## src/rtl/image_proc_pkg.sv

```systemverilog
// Shared constants and state type for the image processing pipeline.
package image_proc_pkg;

  localparam int COLOR_SIZE     = 8;
  localparam int PIXEL_SIZE     = 4 * COLOR_SIZE;
  localparam int TIMEOUT_CYCLES = 255;

  typedef enum logic [1:0] {
    IDLE      = 2'd0,
    STREAM    = 2'd1,
    WAIT_DONE = 2'd2,
    FINISH    = 2'd3
  } feeder_state_e;

endpackage

```

## src/rtl/feeder_skid_fifo.sv

```systemverilog
// Two-entry skid FIFO absorbing RAM read data while the consumer stalls.
module feeder_skid_fifo #(
  parameter int DATA_WIDTH = 32
) (
  input  logic                  i_clk,
  input  logic                  i_rst,
  input  logic                  i_push,
  input  logic [DATA_WIDTH-1:0] i_wdata,
  input  logic                  i_pop,
  output logic [DATA_WIDTH-1:0] o_rdata,
  output logic [1:0]            o_count,
  output logic                  o_empty
);

  logic [DATA_WIDTH-1:0] r_mem [2];
  logic                  r_wptr;
  logic                  r_rptr;
  logic [1:0]            r_count;
  logic                  w_push;
  logic                  w_pop;

  assign w_pop  = i_pop && (r_count != 2'd0);
  assign w_push = i_push && ((r_count != 2'd2) || w_pop);

  always_ff @(posedge i_clk) begin
    if (w_push) r_mem[r_wptr] <= i_wdata;
  end

  always_ff @(posedge i_clk) begin
    if (i_rst) begin
      r_wptr  <= 1'b0;
      r_rptr  <= 1'b0;
      r_count <= 2'd0;
    end else begin
      if (w_push) r_wptr <= ~r_wptr;
      if (w_pop)  r_rptr <= ~r_rptr;
      case ({w_push, w_pop})
        2'b10:   r_count <= r_count + 2'd1;
        2'b01:   r_count <= r_count - 2'd1;
        default: r_count <= r_count;
      endcase
    end
  end

  assign o_rdata = r_mem[r_rptr];
  assign o_count = r_count;
  assign o_empty = (r_count == 2'd0);

endmodule

```

## src/rtl/pixel_stream_feeder.sv

```systemverilog
// Streams num_words words from a sync-read pixel RAM into the processor.
// Optional FEEDER_TIMEOUT_EN adds o_timeout and a bounded wait for proc_done.
module pixel_stream_feeder
  import image_proc_pkg::*;
#(
  parameter int DATA_WIDTH = 32,
  parameter int ADDR_WIDTH = 16
) (
  input  logic                  i_clk,
  input  logic                  i_rst,
  input  logic                  i_start,
  input  logic [ADDR_WIDTH-1:0] i_base_addr,
  input  logic [ADDR_WIDTH-1:0] i_num_words,
  input  logic                  i_stall,
  output logic                  o_mem_rd_en,
  output logic [ADDR_WIDTH-1:0] o_mem_addr,
  input  logic [DATA_WIDTH-1:0] i_mem_rd_data,
  output logic                  o_vld,
  output logic                  o_last_data,
  output logic [DATA_WIDTH-1:0] o_data_out,
  input  logic                  i_proc_done,
  output logic                  o_busy,
`ifdef FEEDER_TIMEOUT_EN
  output logic                  o_timeout,
`endif
  output logic                  o_finished
);

  feeder_state_e         r_state;
  logic [ADDR_WIDTH-1:0] r_base;
  logic [ADDR_WIDTH-1:0] r_num;
  logic [ADDR_WIDTH-1:0] r_rd_idx;
  logic [ADDR_WIDTH-1:0] r_out_idx;
  logic                  r_inflight;
  logic                  r_vld;
  logic                  r_last;
  logic [DATA_WIDTH-1:0] r_data;
  logic                  r_busy;
  logic                  r_finished;
`ifdef FEEDER_TIMEOUT_EN
  logic [7:0]            r_tmo_cnt;
  logic                  r_timeout;
`endif

  logic                  w_issue;
  logic                  w_push;
  logic                  w_avail;
  logic                  w_take;
  logic [DATA_WIDTH-1:0] w_head;
  logic [DATA_WIDTH-1:0] w_fifo_rdata;
  logic [1:0]            w_fifo_count;
  logic                  w_fifo_empty;
  logic                  w_fifo_push;
  logic                  w_fifo_pop;
  logic [2:0]            w_credit;
  logic [ADDR_WIDTH-1:0] w_last_idx;

  // Credit counts words held plus the one possibly returning, so the FIFO never overflows.
  assign w_credit   = {1'b0, w_fifo_count} + {2'b00, r_inflight};
  assign w_issue    = (r_state == STREAM) && (r_rd_idx < r_num) && (w_credit < 3'd2);
  assign w_push     = r_inflight;
  assign w_avail    = !w_fifo_empty || w_push;
  assign w_take     = (r_state == STREAM) && !i_stall && w_avail;
  // Returning data bypasses an empty FIFO straight into the output register.
  assign w_head      = w_fifo_empty ? i_mem_rd_data : w_fifo_rdata;
  assign w_fifo_push = w_push && !(w_fifo_empty && w_take);
  assign w_fifo_pop  = w_take && !w_fifo_empty;
  assign w_last_idx  = r_num - ADDR_WIDTH'(1);

  feeder_skid_fifo #(
    .DATA_WIDTH (DATA_WIDTH)
  ) u_fifo (
    .i_clk   (i_clk),
    .i_rst   (i_rst),
    .i_push  (w_fifo_push),
    .i_wdata (i_mem_rd_data),
    .i_pop   (w_fifo_pop),
    .o_rdata (w_fifo_rdata),
    .o_count (w_fifo_count),
    .o_empty (w_fifo_empty)
  );

  always_ff @(posedge i_clk) begin
    if (i_rst) begin
      r_state    <= IDLE;
      r_base     <= '0;
      r_num      <= '0;
      r_busy     <= 1'b0;
      r_finished <= 1'b0;
`ifdef FEEDER_TIMEOUT_EN
      r_tmo_cnt  <= '0;
      r_timeout  <= 1'b0;
`endif
    end else begin
      case (r_state)
        IDLE: begin
          if (i_start) begin
            r_base <= i_base_addr;
            r_num  <= i_num_words;
            if (i_num_words != '0) begin
              r_state <= STREAM;
              r_busy  <= 1'b1;
            end else begin
              r_state    <= FINISH;
              r_finished <= 1'b1;
            end
          end
        end
        STREAM: begin
`ifdef FEEDER_TIMEOUT_EN
          r_tmo_cnt <= '0;
`endif
          if (r_vld && r_last) r_state <= WAIT_DONE;
        end
        WAIT_DONE: begin
`ifdef FEEDER_TIMEOUT_EN
          r_tmo_cnt <= r_tmo_cnt + 8'd1;
`endif
          if (i_proc_done) begin
            r_state    <= FINISH;
            r_busy     <= 1'b0;
            r_finished <= 1'b1;
          end
`ifdef FEEDER_TIMEOUT_EN
          else if (r_tmo_cnt == 8'(TIMEOUT_CYCLES - 1)) begin
            r_state    <= FINISH;
            r_busy     <= 1'b0;
            r_finished <= 1'b1;
            r_timeout  <= 1'b1;
          end
`endif
        end
        FINISH: begin
          r_state    <= IDLE;
          r_finished <= 1'b0;
`ifdef FEEDER_TIMEOUT_EN
          r_timeout  <= 1'b0;
`endif
        end
        default: r_state <= IDLE;
      endcase
    end
  end

  always_ff @(posedge i_clk) begin
    if (i_rst) begin
      r_rd_idx   <= '0;
      r_out_idx  <= '0;
      r_inflight <= 1'b0;
      r_vld      <= 1'b0;
      r_last     <= 1'b0;
      r_data     <= '0;
    end else begin
      r_inflight <= w_issue;
      r_vld      <= w_take;
      r_last     <= w_take && (r_out_idx == w_last_idx);
      if (w_take) begin
        r_data    <= w_head;
        r_out_idx <= r_out_idx + 1'b1;
      end
      if (w_issue) r_rd_idx <= r_rd_idx + 1'b1;
      if ((r_state == IDLE) && i_start) begin
        r_rd_idx  <= '0;
        r_out_idx <= '0;
      end
    end
  end

  assign o_mem_rd_en = w_issue;
  assign o_mem_addr  = r_base + r_rd_idx;
  assign o_vld       = r_vld;
  assign o_last_data = r_last;
  assign o_data_out  = r_data;
  assign o_busy      = r_busy;
  assign o_finished  = r_finished;
`ifdef FEEDER_TIMEOUT_EN
  assign o_timeout   = r_timeout;
`endif

endmodule

```

## config.mk

```make
export PLATFORM = sky130hd
export DESIGN_NAME = pixel_stream_feeder
export DESIGN_NICKNAME = d
export VERILOG_FILES = /design/src/rtl/image_proc_pkg.sv /design/src/rtl/feeder_skid_fifo.sv /design/src/rtl/pixel_stream_feeder.sv
export SDC_FILE = /design/constraint.sdc
export NUM_CORES = 1
export LEC_CHECK = 0
export BUFFER_PORTS_ARGS = -buffer_cell sky130_fd_sc_hd__buf_2
export CORE_UTILIZATION = 50
export CTS_CLUSTER_SIZE = 25
export DETAILED_ROUTE_END_ITERATION = 6
export PLACE_DENSITY = 0.85
export SYNTH_ARGS = -nofsm -noshare
export SYNTH_HDL_FRONTEND = slang
export SYNTH_HIERARCHICAL = 1
export SYNTH_SLANG_ARGS = --single-unit
```

## constraint.sdc

```tcl
create_clock -name i_clk -period 3.82 [get_ports i_clk]
set_input_delay 0.191 -clock i_clk [delete_from_list [all_inputs] [get_ports i_clk]]
set_output_delay 0.191 -clock i_clk [all_outputs]
set_load 0.01 [all_outputs]
```

=== Word level (Yosys, flattened, before mapping) ===
Memory sizes are Yosys's and may differ from the RTL's. A register that Yosys moved wholly into a read port is not among the register bits.
Cells that the tools add are included.

* Bits in registers: 107
* RAM bits: 64
* Output and inout port bits: 53
* Word-level logic and storage cells: 86
* Memories kept: 1

{| class="wikitable"
|+ Memories
! memory !! depth !! bits a word !! read ports !! clocked after Yosys merged registers in !! write ports !! RTL line !! source
|-
| u_fifo.r_mem || 2 || 32 || 1 || 1 || 1 || feeder_skid_fifo.sv:15 || <nowiki>logic [DATA_WIDTH-1:0] r_mem [2];</nowiki>
|}

* Add/sub/neg operators: 7
* $lt $le $gt $ge: 2
* Equal/unequal tests: 12
* Muxes and demuxes: 19
* Bitwise logic cells: 2
* Reductions and logical operators: 29

{| class="wikitable"
|+ Operators by type and width
! operator !! number
|-
| $add A16 B1 Y16 const B || 2
|-
| $mux W32 || 1
|-
| $add A16 B16 Y16 || 1
|-
| $eq A16 B16 Y1 || 1
|-
| $lt A16 B16 Y1 || 1
|-
| $reduce_bool A16 Y1 || 1
|-
| $sub A16 B1 Y16 const B || 1
|-
| $logic_and A1 B1 Y1 || 12
|-
| $mux W1 || 10
|-
| $ne A2 B2 Y1 const B || 5
|-
| $mux W2 || 4
|-
| $pmux W2 S4 || 1
|-
| $reduce_and A4 Y1 || 2
|-
| $eq A2 B2 Y1 const B || 3
|-
| $reduce_bool A2 Y1 || 3
|-
| $eq A2 B1 Y1 const B || 2
|-
| $logic_not A2 Y1 || 2
|-
| $pmux W2 S2 || 1
|-
| $add A2 B1 Y3 || 1
|-
| $logic_not A1 Y1 || 3
|-
| $lt A3 B2 Y1 const B || 1
|-
| $pmux W1 S3 || 1
|-
| $reduce_and A3 Y1 || 1
|-
| $reduce_bool A3 Y1 || 1
|-
| 8 further kinds || 10
|}

=== Longest topological paths before layout ===
Gate-level depths: netlist of run 1.

* Depth after elaboration: 10
* Depth in mapped cells: 11
* Depth with buffers taken out: 9

=== Modules after synthesis ===
Netlist of run 1, hierarchy kept.

{| class="wikitable"
|+ By module, submodules not included
! module !! instances !! cells each !! area each (µm²)
|-
| pixel_stream_feeder || 1 || 746 || 5895.7
|-
| feeder_skid_fifo || 1 || 130 || 2566.2
|}

=== Least setup slack after synthesis of run 1 ===
Ideal clock, no wire load.

* Path kind: reg-to-reg
* Start: register u_fifo.r_count[1] (netlist: u_fifo/o_count[1])
* End: memory u_fifo.r_mem[0][0], enable pin
* Library setup time: 0.421 ns
* Data arrival time: 3.280 ns
* Data required time: 3.399 ns
* Path slack: 0.119 ns
* Cell stages (with the launch flop): 10
* Buffers on the path: 3
* Path through: dfxtp_1 buf_6 nor2_1 buf_2 nor2b_1 nor2_1 clkbuf_1 a21boi_0 o31ai_4 nor2_1

* Word-level cells in the longest chain between the ends: 10

{| class="wikitable"
|+ RTL lines
! what !! RTL line !! source
|-
| start, declared || feeder_skid_fifo.sv:18 || <nowiki>logic [1:0] r_count;</nowiki>
|-
| start signal, assigned || feeder_skid_fifo.sv:38 || <nowiki>2'b10: r_count <= r_count + 2'd1;</nowiki>
|-
| start signal, assigned || feeder_skid_fifo.sv:39 || <nowiki>2'b01: r_count <= r_count - 2'd1;</nowiki>
|-
| start signal, assigned || feeder_skid_fifo.sv:40 || <nowiki>default: r_count <= r_count;</nowiki>
|-
| $logic_not A2 Y1 * || feeder_skid_fifo.sv:47 || <nowiki>assign o_empty = (r_count == 2'd0);</nowiki>
|-
| via w_fifo_empty || pixel_stream_feeder.sv:52 || <nowiki>logic w_fifo_empty;</nowiki>
|-
| $logic_not A1 Y1 || pixel_stream_feeder.sv:62 || <nowiki>assign w_avail = !w_fifo_empty || w_push;</nowiki>
|-
| $logic_or A1 B1 Y1 || pixel_stream_feeder.sv:62 ||
|-
| $logic_and A1 B1 Y1 || pixel_stream_feeder.sv:63 || <nowiki>assign w_take = (r_state == STREAM) && !i_stall && w_avail;</nowiki>
|-
| $logic_and A1 B1 Y1 * || pixel_stream_feeder.sv:66 || <nowiki>assign w_fifo_push = w_push && !(w_fifo_empty && w_take);</nowiki>
|-
| $logic_not A1 Y1 * || pixel_stream_feeder.sv:66 ||
|-
| $logic_and A1 B1 Y1 * || pixel_stream_feeder.sv:66 ||
|-
| via w_fifo_push || pixel_stream_feeder.sv:53 || <nowiki>logic w_fifo_push;</nowiki>
|-
| $logic_and A1 B1 Y1 * || feeder_skid_fifo.sv:23 || <nowiki>assign w_push = i_push && ((r_count != 2'd2) || w_pop);</nowiki>
|-
| $mux W1 * || feeder_skid_fifo.sv:26 || <nowiki>if (w_push) r_mem[r_wptr] <= i_wdata;</nowiki>
|-
| $mux W1 (implied by the code) * || feeder_skid_fifo.sv:26 ||
|-
| end, declared || feeder_skid_fifo.sv:15 ||
|}

Mark *: on every way through the listed nets, which the timed path passes. The rest lies on a longest branch.

=== Final worst setup path of run 1 ===
* Start: register r_rd_idx[1]
* End: output port o_mem_addr[13]

* Word-level cells in the longest chain between the ends: 1

{| class="wikitable"
|+ RTL lines
! what !! RTL line !! source
|-
| start, declared || pixel_stream_feeder.sv:32 || <nowiki>logic [ADDR_WIDTH-1:0] r_rd_idx;</nowiki>
|-
| start signal, assigned || pixel_stream_feeder.sv:161 || <nowiki>if (w_issue) r_rd_idx <= r_rd_idx + 1'b1;</nowiki>
|-
| $add A16 B16 Y16 || pixel_stream_feeder.sv:170 || <nowiki>assign o_mem_addr = r_base + r_rd_idx;</nowiki>
|-
| end, declared || pixel_stream_feeder.sv:16 || <nowiki>output logic [ADDR_WIDTH-1:0] o_mem_addr,</nowiki>
|}

Every way passes these cells.

==> results of run 1 <==
## power groups by stage
stage	registers [mW]	clock network (mW)	logic [mW]
finish	2.24	1.71	1.34
global route	2.26	1.81	1.48
CTS	2.24	1.73	1.34
detailed placement	2.28	0	1.29
global placement	2.27	0	1.25
floorplan	2.25	0	0.947
## final cells by class
cell class / count / area, sq um
multi-input combinational: 617 / 4034
inverter: 36 / 137.6
timing repair buffer: 182 / 1189
tap: 220 / 275.3
clock inverter: 14 / 151.4
antenna: 1 / 2.502
clock buffer: 18 / 429.2
sequential: 172 / 4084
fill: 1295 / 6222
## timing repair
item | 4_1_cts | 5_1_grt
hold endpoints to repair | 82 | 0
hold buffers | 50 | 0
buffers inserted | 0 | 0
## path summary, 6_finish.rpt
| check | from | end | cells past startpoint |
|---|---|---|---|
| hold / removal | i_num_words[15] | r_num[15]$_SDFFE_PP0P_ | 3 |
| setup / recovery | r_rd_idx[1]$_SDFFE_PP0P_ | o_mem_addr[13] | 8 |
| hold reg to reg | r_base[9]$_SDFFE_PP0P_ | r_base[9]$_SDFFE_PP0P_ | 2 |
| setup reg to reg | u_fifo/o_count[1]$_SDFFE_PP0P_ | u_fifo/r_mem[1][12]$_DFFE_PP_ | 8 |
## state kept, by name (all words and copies together), names as in the netlist, 2 cells and up, named ones only
name	cells
r_num	16
u_fifo/r_mem	64
r_base	16
r_state	2
o_data_out	32
r_rd_idx	16
r_out_idx	16
u_fifo/o_count	2
## logic make-up (layout without fill, tap and decap cells)
group           after synthesis  after routing  share of synthesized area, %
fa+ha+maj                    39             39                         5.855
simple gates                288            288                         16.52
other cells                   0              1                             0
compound gates              202            202                         14.98
xor+xnor                     52             52                         5.382
flops                       172            172                         48.26
mux                          36             36                         4.791
buf+inv                      87            250                         4.214
## layer usage
layer	global-route usage (%)	part of all wire (%)	vias to the layer above	wire length (um)
li1	-	-	3465	-
met1	29.74	41	3431	8687
met2	41.09	49	319	10250
met3	5.652	7.0	37	1479
met4	11.56	2.7	0	566
met5	0	0	-	0
## cell usage in the layout (no fill, tap or decap), types with 4 or more instances in the layout
cell             n
inv_1           35
buf_2          121
mux2_2          29
nand4_1         19
a21oi_1        101
nand2_1         99
ha_1            38
nor2b_1          6
and3_1           4
xnor2_1         25
edfxtp_1        64
clkbuf_16       17
buf_4           11
o21ai_0         14
dlygate4sd3_1   50
nand2b_1         6
xor2_1          27
nor3_1          10
o21a_1           5
or3_1           12
nor4_1           5
dfxtp_1        108
or4_1            6
inv_6            5
a21o_1           4
nor2_1          45
o31ai_1          8
o21ai_1          5
nor2_2           5
a211oi_1         6
a22oi_1         32
nand3_1         53
## worst reg2reg max path, stage by stage (launching register included)
cell and delay [ns]:
dfxtp_1 0.41, nor2_2 0.14, buf_4 0.36, nor2b_1 0.30, nor2_2 0.06, a21boi_0 0.58, o31ai_4 0.20, nor2_2 0.12
buf_4 0.42
==> results.sh, run 1 <==
export IMPL_grt_pass1_wl_um=33870
export IMPL_fin_area_sq_um=10300
export IMPL_crit_path_top_delay_cell="o41ai_1"
export IMPL_placed_cell_area_sq_um=9219
export IMPL_grt_pass1_vias=6960
export IMPL_cts_tree="built"
export IMPL_boundaryPins=122
export IMPL_vias_per_cell=5.756
export IMPL_grt_remaining_overflow=0
export IMPL_p_int_mw=3.558
export IMPL_max_cap_violations=0
export IMPL_insertion_delay_ns=0.43
export IMPL_route_vias_total=7252
export IMPL_hold_crit_class="primary input to register"
export IMPL_p_clk_share_pct=32.3
export IMPL_setup_viol_count_final=0
export IMPL_post_synth_inst_count=876
export IMPL_wl_per_cell_um=16.66
export IMPL_worst_slew_pin_transition_ns=1.161
export IMPL_irDropWorstVdd_v=0.0003692
export IMPL_floorplan_rows=47
export IMPL_cts_root_buf="clkbuf_16"
export IMPL_critPathTopFamily="compound AO/OA/AOI/OAI gates"
export IMPL_post_layout_total_power_mw=5.301
export IMPL_finish_cell_count_without_fillers=1260
export IMPL_drc_errors=0
export IMPL_pre_cts_ws_ns=0.9384
export IMPL_antenna_violations_before_repair=1
export IMPL_hold_slack_ns=0.01539
export IMPL_status="finished clean"
export IMPL_wl_um=20990
export IMPL_ys_ff_latch=172
export IMPL_antenna_violating_nets_post_route=0
export IMPL_placer_congestion_estimate=0.9208
export IMPL_post_cts_resize_count=0
export IMPL_dieWidth_um=132.1
export IMPL_cp_cell_sequence="ha_1 > a21oi_1 > nor2_1 > o41ai_1 > o21ai_0 > a21oi_1 > xnor2_1 > buf_2"
export IMPL_synth_largest_area_cell="dfxtp_1"
export IMPL_synth_cell_types=62
export IMPL_max_stage_delay_ns=0.65
export IMPL_power_density_nw_per_um2=514.5
export IMPL_post_synth_main_area_contributors="dfxtp_1, edfxtp_1, a21oi_1"
export IMPL_layout_min_cycle_time_ns=3.103
export IMPL_initial_core_util_pct=51.21
export IMPL_ys_seq_area_share_pct=48.26
export IMPL_max_slew_margin_pct=22.59
export IMPL_total_leakage_power_nw=3.980
export IMPL_crit_type="register to output port"
export IMPL_layout_core_utilization_pct=62.35
export IMPL_synth_net_count=984
export IMPL_cts_clock_pin_slew_for_the_worst_setup_and_hold_paths_ns=0.07
export IMPL_r2r_setup_slack_ns=0.87
export IMPL_synth_warning_count=6
export IMPL_numPlacedInstances=1177
export IMPL_gr_usage_all_layers_pct=24.47
export IMPL_syn_to_final_growth_pct=21.75
export IMPL_fp_coreArea_sq_um=16520
export IMPL_asyncSetResetFlopFracSynth_pct=0
export IMPL_report_final_hold_viol_count=0
export IMPL_postSynth_topFlopCell="dfxtp_1"
export IMPL_floorplan_die_area_sq_um=17450
export IMPL_p_switching_mw=1.743
export IMPL_detailedRoute_firstPassIterationCount=4
export IMPL_cts_made_buffers=17
export IMPL_setup_worst_path_start_class="register"
export IMPL_fp_dieH_um=132.1
export IMPL_synth_top_cell_area_share_pct=25.55
export IMPL_critical_path_peak_fanout=6
export IMPL_rsz_0062_raised_after_global_routing="false"
export IMPL_required_ns=3.63
export IMPL_synth_edf_count=64
export IMPL_seq_power_share_pct=42.3
export IMPL_worst_ep_arrival_time_ns=2.91
export IMPL_fin_worst_skew_ns=0.01004
export IMPL_finish_net_count=1134
export IMPL_worst_slack_ns=0.7174
export IMPL_final_min_period_over_clock_period_pct=81.22
export IMPL_post_synth_top_count_cell="dfxtp_1"
export IMPL_fmax_mhz=322.3
export IMPL_post_synth_most_frequent_cells="dfxtp_1, a21oi_1, nand2_1, edfxtp_1, nand3_1"
export IMPL_syn_mean_instance_area_sq_um=9.660
export IMPL_grt_start_max_net_pins=52
export IMPL_critical_path_buf_inv_count=1
export IMPL_synthesis_area_sq_um=8462
export IMPL_drive_gt1_share_pct=20.21
export IMPL_port_buffers=121
export IMPL_cp_end_kind="output port"
export IMPL_timing_critical_path_mode_cell="a21oi_1"
export IMPL_cts_htree_levels=4
export IMPL_clockBufferDepth=2
export IMPL_slew_violations=0
export IMPL_timing_setup_tns_ns=0
export IMPL_share_of_total_power_in_combinational_logic_pct=25.3
export IMPL_power_switching_share_pct=32.87
export IMPL_place_detailed_hpwl_um=13400
export IMPL_cts_sinks=172
export IMPL_drtIter0Drc=437
(Power assumes the default switching activity.)
==> run 2: changes to the inputs <==
==> constraint.sdc (replaced) <==
create_clock -name i_clk -period 2.7 [get_ports i_clk]
set_input_delay 0.135 -clock i_clk [delete_from_list [all_inputs] [get_ports i_clk]]
set_output_delay 0.135 -clock i_clk [all_outputs]
set_load 0.01 [all_outputs]
==> run 2 against run 1 <==
Effect of this change: clock-buffer cell count is the same; clock skew hardly changed; first-iteration DRC count is 51% higher; setup slack got worse by 0.65 ns; power rose by 46%; worst hold slack better by 0.014 ns; clock power grew 43%; flip-flop and latch count stayed put; die area is the same; critical path type unchanged; critical endpoint is now o_mem_rd_en; highest routed layer unchanged.
==> results.sh, run 2 (synthesized netlist as in run 1, its figures left out) <==
export IMPL_status="finished clean"
export IMPL_largest_register_ffs=64
export IMPL_critical_path_peak_fanout=11
export IMPL_hold_path_depth=4
export IMPL_crit_path_top_delay_cell="dfxtp_1"
export IMPL_p_clk_share_pct=31.8
export IMPL_placer_congestion_estimate=0.9569
export IMPL_p_int_mw=5.115
export IMPL_setup_worst_path_start_class="register"
export IMPL_initial_core_util_pct=51.21
export IMPL_max_slew_margin_pct=31.43
export IMPL_hold_crit_class="primary input to register"
export IMPL_total_leakage_power_nw=4.148
export IMPL_crit_type="register to output port"
export IMPL_antenna_violations_before_repair=0
export IMPL_power_density_nw_per_um2=723.7
export IMPL_grt_pass1_vias=7443
export IMPL_route_vias_total=7425
export IMPL_port_buffers=121
export IMPL_min_delay_start="i_proc_done"
export IMPL_insertedDiodeCount=0
export IMPL_regMostFlops="u_fifo/r_mem"
export IMPL_multi_input_area_sq_um=4068
export IMPL_wl_per_cell_um=17.22
export IMPL_fin_area_sq_um=10660
export IMPL_max_cap_violations=0
export IMPL_regArea_sq_um=4105
export IMPL_fp_dieH_um=132.1
export IMPL_max_stage_delay_ns=0.51
export IMPL_worst_slew_pin_transition_ns=1.029
export IMPL_layout_common_cells="buf_2, a21oi_1, nand2_1"
export IMPL_finish_net_count=1165
export IMPL_insertion_delay_ns=0.44
export IMPL_share_of_total_power_in_combinational_logic_pct=27.2
export IMPL_slew_violations=0
export IMPL_required_ns=2.57
export IMPL_holdPathEnd="o_busy$_SDFFE_PP0P_"
export IMPL_cp_end_kind="output port"
export IMPL_grt_pass1_wl_um=35760
export IMPL_fin_worst_skew_ns=0.01021
export IMPL_final_min_period_over_clock_period_pct=97.50
export IMPL_post_layout_total_power_mw=7.714
export IMPL_worst_ep_arrival_time_ns=2.50
export IMPL_cts_clock_pin_slew_for_the_worst_setup_and_hold_paths_ns=0.07
export IMPL_r2r_setup_slack_ns=0.12
export IMPL_seq_power_share_pct=41.0
export IMPL_wl_um=22210
export IMPL_floorplan_die_area_sq_um=17450
export IMPL_fmax_mhz=379.9
export IMPL_grt_start_max_net_pins=80
export IMPL_floorplan_rows=47
export IMPL_detailedRoute_firstPassIterationCount=5
export IMPL_timing_setup_tns_ns=0
export IMPL_vias_per_cell=5.756
export IMPL_cts_tree="built"
export IMPL_cts_made_buffers=17
export IMPL_fp_coreArea_sq_um=16520
export IMPL_gr_usage_all_layers_pct=25.62
export IMPL_layout_cells_most_common="buf_2"
export IMPL_cts_htree_levels=4
export IMPL_regToRegStartpoint="r_num[9]$_SDFFE_PP0P_"
export IMPL_setup_viol_count_final=0
export IMPL_syn_to_final_growth_pct=25.97
export IMPL_boundaryPins=122
export IMPL_worst_reg2reg_path_endpoint="r_rd_idx[13]$_SDFFE_PP0P_"
export IMPL_cp_cell_sequence="inv_1 > ha_1 > nand2_1 > nor3_1 > a21oi_1 > o211ai_1 > buf_6 > buf_6 > inv_1 > buf_2"
export IMPL_cts_sinks=172
export IMPL_layout_filler_cells=1207
export IMPL_cts_root_buf="clkbuf_16"
export IMPL_grt_remaining_overflow=0
export IMPL_reg2reg_depth=10
export IMPL_drive_gt1_share_pct=22.90
export IMPL_placed_cell_area_sq_um=9326
export IMPL_dieWidth_um=132.1
export IMPL_place_detailed_hpwl_um=13810
export IMPL_irDropWorstVdd_v=0.0005509
export IMPL_antenna_violating_nets_post_route=0
export IMPL_drc_errors=0
export IMPL_clockBufferDepth=2
export IMPL_report_final_hold_viol_count=0
export IMPL_p_switching_mw=2.599
export IMPL_power_switching_share_pct=33.69
export IMPL_layout_min_cycle_time_ns=2.632
export IMPL_drtIter0Drc=658
-- run 2: cell types whose count changed in the layout (fill, tap and decap cells not counted), moves of 2 or more --
| cell | change |
|---|---|
| dfxtp_4 | +3 |
| ha_2 | +2 |
| buf_6 | +2 |
| nor2_2 | -2 |
| buf_4 | +14 |
| ha_1 | -2 |
| dfxtp_1 | -11 |
| clkinv_8 | +5 |
| nor2_4 | +2 |
| dlygate4sd3_1 | +14 |
| dfxtp_2 | +8 |
-- run 2: worst max path at each step --
stage | startpoint | to | slack [ns] | cells after the start
after global placement | r_num[9]$_SDFFE_PP0P_ | r_rd_idx[3]$_SDFFE_PP0P_ | 0.38 | 10
after global routing | r_num[11]$_SDFFE_PP0P_ | o_mem_rd_en | -0.03 | 9
final | r_num[6]$_SDFFE_PP0P_ | o_mem_rd_en | 0.07 | 10
after CTS | r_rd_idx[2]$_SDFFE_PP0P_ | o_mem_addr[14] | 0.0007 | 8
after floorplan | u_fifo/o_count[1]$_SDFFE_PP0P_ | u_fifo/r_mem[1][0]$_DFFE_PP_ | 0.005 | 9
after detailed placement | r_num[9]$_SDFFE_PP0P_ | r_rd_idx[14]$_SDFFE_PP0P_ | 0.31 | 9
-- run 2: cell type report --
type / count / area share, %
sequential: 172 / 38.51
timing repair buffer: 213 / 13.71
inverter: 36 / 1.291
clock buffer: 18 / 4.120
clock inverter: 14 / 1.620
tap: 220 / 2.582
multi-input combinational: 617 / 38.16
-- run 2: timing repair --
| action | in CTS | in global routing |
|---|---|---|
| gates cloned | 0 | 1 |
| hold endpoints to repair | 125 | 0 |
| resized for setup | 4 | 19 |
| hold buffers | 64 | 0 |
| setup buffers | 0 | 3 |
| endpoints found under the setup margin | 8 | 9 |
| pin swaps | 2 | 4 |
-- run 2: worst max-delay path: cells and delay by family (launching register included) --
kind,cells,cell delay (ns)
buf+inv,5,0.63
flops,1,0.51
compound gates,2,0.36
fa+ha+maj,1,0.31
simple gates,2,0.28
-- run 2: per-stage QoR --
stage | setup WS, ns | hold WS [ns] | std cells | util [%]
floorplan | 0.004972 | 0.2074 | 876 | -
global route | -0.03345 | 0.005095 | 1290 | 64.50
global placement | 0.3842 | 0.3392 | 1190 | 56.44
detailed placement | 0.3127 | 0.3420 | 1190 | 56.44
CTS | 0.0006890 | 0.01600 | 1286 | 64.06
finish | 0.06755 | 0.02974 | 1290 | 64.50
-- run 2: power by group through the flow --
stage	registers (mW)	clock network [mW]	logic, mW
floorplan	3.18	0	1.35
global placement	3.19	0	1.86
detailed placement	3.21	0	1.92
CTS	3.15	2.48	2.01
global route	3.19	2.58	2.30
finish	3.16	2.45	2.10
-- run 2: per-layer routing --
| layer | track usage [%] | vias up | wire length [um] | part of all wire, % |
|---|---|---|---|---|
| met5 | 0 | - | 0 | 0 |
| met4 | 10.40 | 0 | 710 | 3.2 |
| met3 | 5.575 | 73 | 1334 | 6.0 |
| met2 | 45.74 | 309 | 10990 | 49 |
| met1 | 29.70 | 3514 | 9173 | 41 |
| li1 | - | 3529 | - | - |
==> run 3: changes to the inputs <==
--- a/config.mk
+++ b/config.mk
@@ -10,6 +10,7 @@
 export CTS_CLUSTER_SIZE = 25
 export DETAILED_ROUTE_END_ITERATION = 6
 export PLACE_DENSITY = 0.85
+export RECOVER_POWER = 50
 export SYNTH_ARGS = -nofsm -noshare
 export SYNTH_HDL_FRONTEND = slang
 export SYNTH_HIERARCHICAL = 1
==> run 3 against run 2 <==
Effect of this change: the flow now finishes with violations (capacitance limit, slew limit); die area unchanged; routed wire length increased by 0.21%; final cell count unchanged; final area decreased by 0.87%; critical path type unchanged; critical endpoint unchanged; largest cell class unchanged.
==> results.sh, run 3 (synthesized netlist as in run 1, its figures left out) <==
export IMPL_max_cap_violations=1
export IMPL_boundaryPins=122
export IMPL_insertion_delay_ns=0.43
export IMPL_layout_common_cells="a21oi_1, nand2_1, dfxtp_1"
export IMPL_worst_slack_ns=0.04971
export IMPL_crit_path_top_delay_cell="dfxtp_1"
export IMPL_drive_gt1_share_pct=16.36
export IMPL_cts_sinks=172
export IMPL_grt_pass1_vias=7443
export IMPL_fp_coreArea_sq_um=16520
export IMPL_slew_violations=80
export IMPL_final_min_period_over_clock_period_pct=98.16
export IMPL_wl_um=22250
export IMPL_max_slew_margin_pct=-15.15
export IMPL_reg2reg_depth=9
export IMPL_worst_reg2reg_path_endpoint="r_rd_idx[15]$_SDFFE_PP0P_"
export IMPL_drc_errors=0
export IMPL_irDropWorstVdd_v=0.0005508
export IMPL_wl_met2_um=10970
export IMPL_report_final_hold_viol_count=0
export IMPL_cts_made_buffers=17
export IMPL_violations="capacitance limit, slew limit"
export IMPL_regToRegStartpoint="r_rd_idx[9]$_SDFFE_PP0P_"
export IMPL_fin_worst_skew_ns=0.01048
export IMPL_insertedDiodeCount=0
export IMPL_layout_filler_cells=1256
export IMPL_antenna_violating_nets_post_route=0
export IMPL_seq_power_share_pct=41.2
export IMPL_cp_end_kind="output port"
export IMPL_clockBufferDepth=2
export IMPL_status="finished with violations"
export IMPL_p_int_mw=5.091
export IMPL_largest_register_ffs=64
export IMPL_placer_congestion_estimate=0.9569
export IMPL_p_clk_share_pct=31.8
export IMPL_port_buffers=121
export IMPL_required_ns=2.57
export IMPL_grt_start_max_net_pins=80
export IMPL_routedLengthMet1_um=9175
export IMPL_syn_to_final_growth_pct=24.87
export IMPL_fp_dieH_um=132.1
export IMPL_worst_slew_pin_transition_ns=1.727
export IMPL_holdPathEnd="o_busy$_SDFFE_PP0P_"
export IMPL_critical_path_peak_fanout=11
export IMPL_floorplan_rows=47
export IMPL_min_delay_start="i_proc_done"
export IMPL_setup_worst_path_start_class="register"
export IMPL_cts_clock_pin_slew_for_the_worst_setup_and_hold_paths_ns=0.07
export IMPL_route_vias_total=7456
export IMPL_worst_ep_arrival_time_ns=2.52
export IMPL_hold_crit_class="primary input to register"
export IMPL_hold_path_depth=4
export IMPL_share_of_total_power_in_combinational_logic_pct=27.0
export IMPL_setup_viol_count_final=0
export IMPL_initial_core_util_pct=51.21
export IMPL_layout_cells_most_common="a21oi_1"
export IMPL_detailedRoute_firstPassIterationCount=7
export IMPL_cp_cell_sequence="inv_1 > ha_1 > nand2_1 > nor3_1 > a21oi_1 > o211ai_1 > buf_6 > buf_6 > inv_1 > buf_2"
export IMPL_grt_remaining_overflow=0
export IMPL_dieWidth_um=132.1
export IMPL_r2r_setup_slack_ns=0.09
export IMPL_layout_min_cycle_time_ns=2.650
export IMPL_antenna_violations_before_repair=0
export IMPL_floorplan_die_area_sq_um=17450
export IMPL_power_switching_share_pct=33.81
export IMPL_power_density_nw_per_um2=727.9
export IMPL_cts_tree="built"
export IMPL_drtIter0Drc=614
export IMPL_total_leakage_power_nw=3.896
export IMPL_wl_per_cell_um=17.25
export IMPL_cts_root_buf="clkbuf_16"
export IMPL_place_detailed_hpwl_um=13810
export IMPL_worstSetupStartpoint="r_num[6]$_SDFFE_PP0P_"
export IMPL_finish_net_count=1165
export IMPL_vias_per_cell=5.780
export IMPL_layout_core_utilization_pct=63.94
export IMPL_cts_htree_levels=4
export IMPL_crit_type="register to output port"
export IMPL_fmax_mhz=377.3
export IMPL_max_stage_delay_ns=0.51
export IMPL_p_switching_mw=2.600
export IMPL_grt_pass1_wl_um=35760
export IMPL_gr_usage_all_layers_pct=25.62
export IMPL_pre_cts_ws_ns=0.3127
export IMPL_met3_wirelength_um=1368
export IMPL_top_signal_layer_used="met4"
export IMPL_regMostFlops="u_fifo/r_mem"
## run 3: cell types whose count changed in the layout (fill, tap and decap cells not counted), sizes merged
cell	delta
buf	-72
clkbuf	+72
## run 3: repair_timing
item                                    CTS  global route
gates cloned                              0             1
endpoints found under the setup margin    8             9
setup buffers                             0             3
gates resized for setup                   4            19
hold buffers                             64             0
endpoints found under the hold margin   125             0
pin swaps                                 2             4
## run 3: worst max-delay path, delay by kind of cell (launching register included)
family | cells | cell delay, ns
buffers and inverters | 5 | 0.62
flip-flops | 1 | 0.51
AO/OA/AOI/OAI | 2 | 0.38
adder cells (fa/ha/maj) | 1 | 0.31
AND/OR/NAND/NOR | 2 | 0.28
## run 3: metrics by stage
step           TNS [ns]  hold slack [ns]  cell area [sq um]  power (mW)  cells
2_1_floorplan         0           0.2074               8477       4.531    876
3_3_place_gp          0           0.3392               9326       5.057   1190
3_5_place_dp          0           0.3420               9326       5.126   1190
4_1_cts               0          0.01600              10590       7.649   1286
5_1_grt        -0.03526         0.005095              10570       8.053   1290
6_report              0          0.03442              10570       7.692   1290
## run 3: power by group through the flow
stage | Combinational, mW | Sequential, mW | Clock (mW)
6_report | 2.08 | 3.17 | 2.45
5_1_grt | 2.28 | 3.19 | 2.58
4_1_cts | 2.01 | 3.15 | 2.48
3_5_place_dp | 1.92 | 3.21 | 0
3_3_place_gp | 1.86 | 3.19 | 0
2_1_floorplan | 1.35 | 3.18 | 0
## run 3: worst max-delay path by stage
stage,end,cells after the start
global placement,r_rd_idx[3]$_SDFFE_PP0P_,10
CTS,o_mem_addr[14],8
finish,o_mem_rd_en,10
global route,o_mem_rd_en,9
floorplan,u_fifo/r_mem[1][0]$_DFFE_PP_,9
detailed placement,r_rd_idx[14]$_SDFFE_PP0P_,9
## run 3: final cells by class
type                            instances  area [sq um]  area share, %
Inverter                               36         137.6          1.303
Multi-Input combinational cell        617          4068          38.50
Timing Repair Buffer                  213          1369          12.95
Clock buffer                           18         439.2          4.156
Clock inverter                         14         172.7          1.634
Sequential cell                       172          4105          38.85
Tap cell                              220         275.3          2.605
## run 3: routing by layer
metal,vias up,global-route usage [%]
met1,3512,29.70
met2,329,45.74
met4,0,10.40
li1,3530,-
met5,-,0
met3,85,5.575
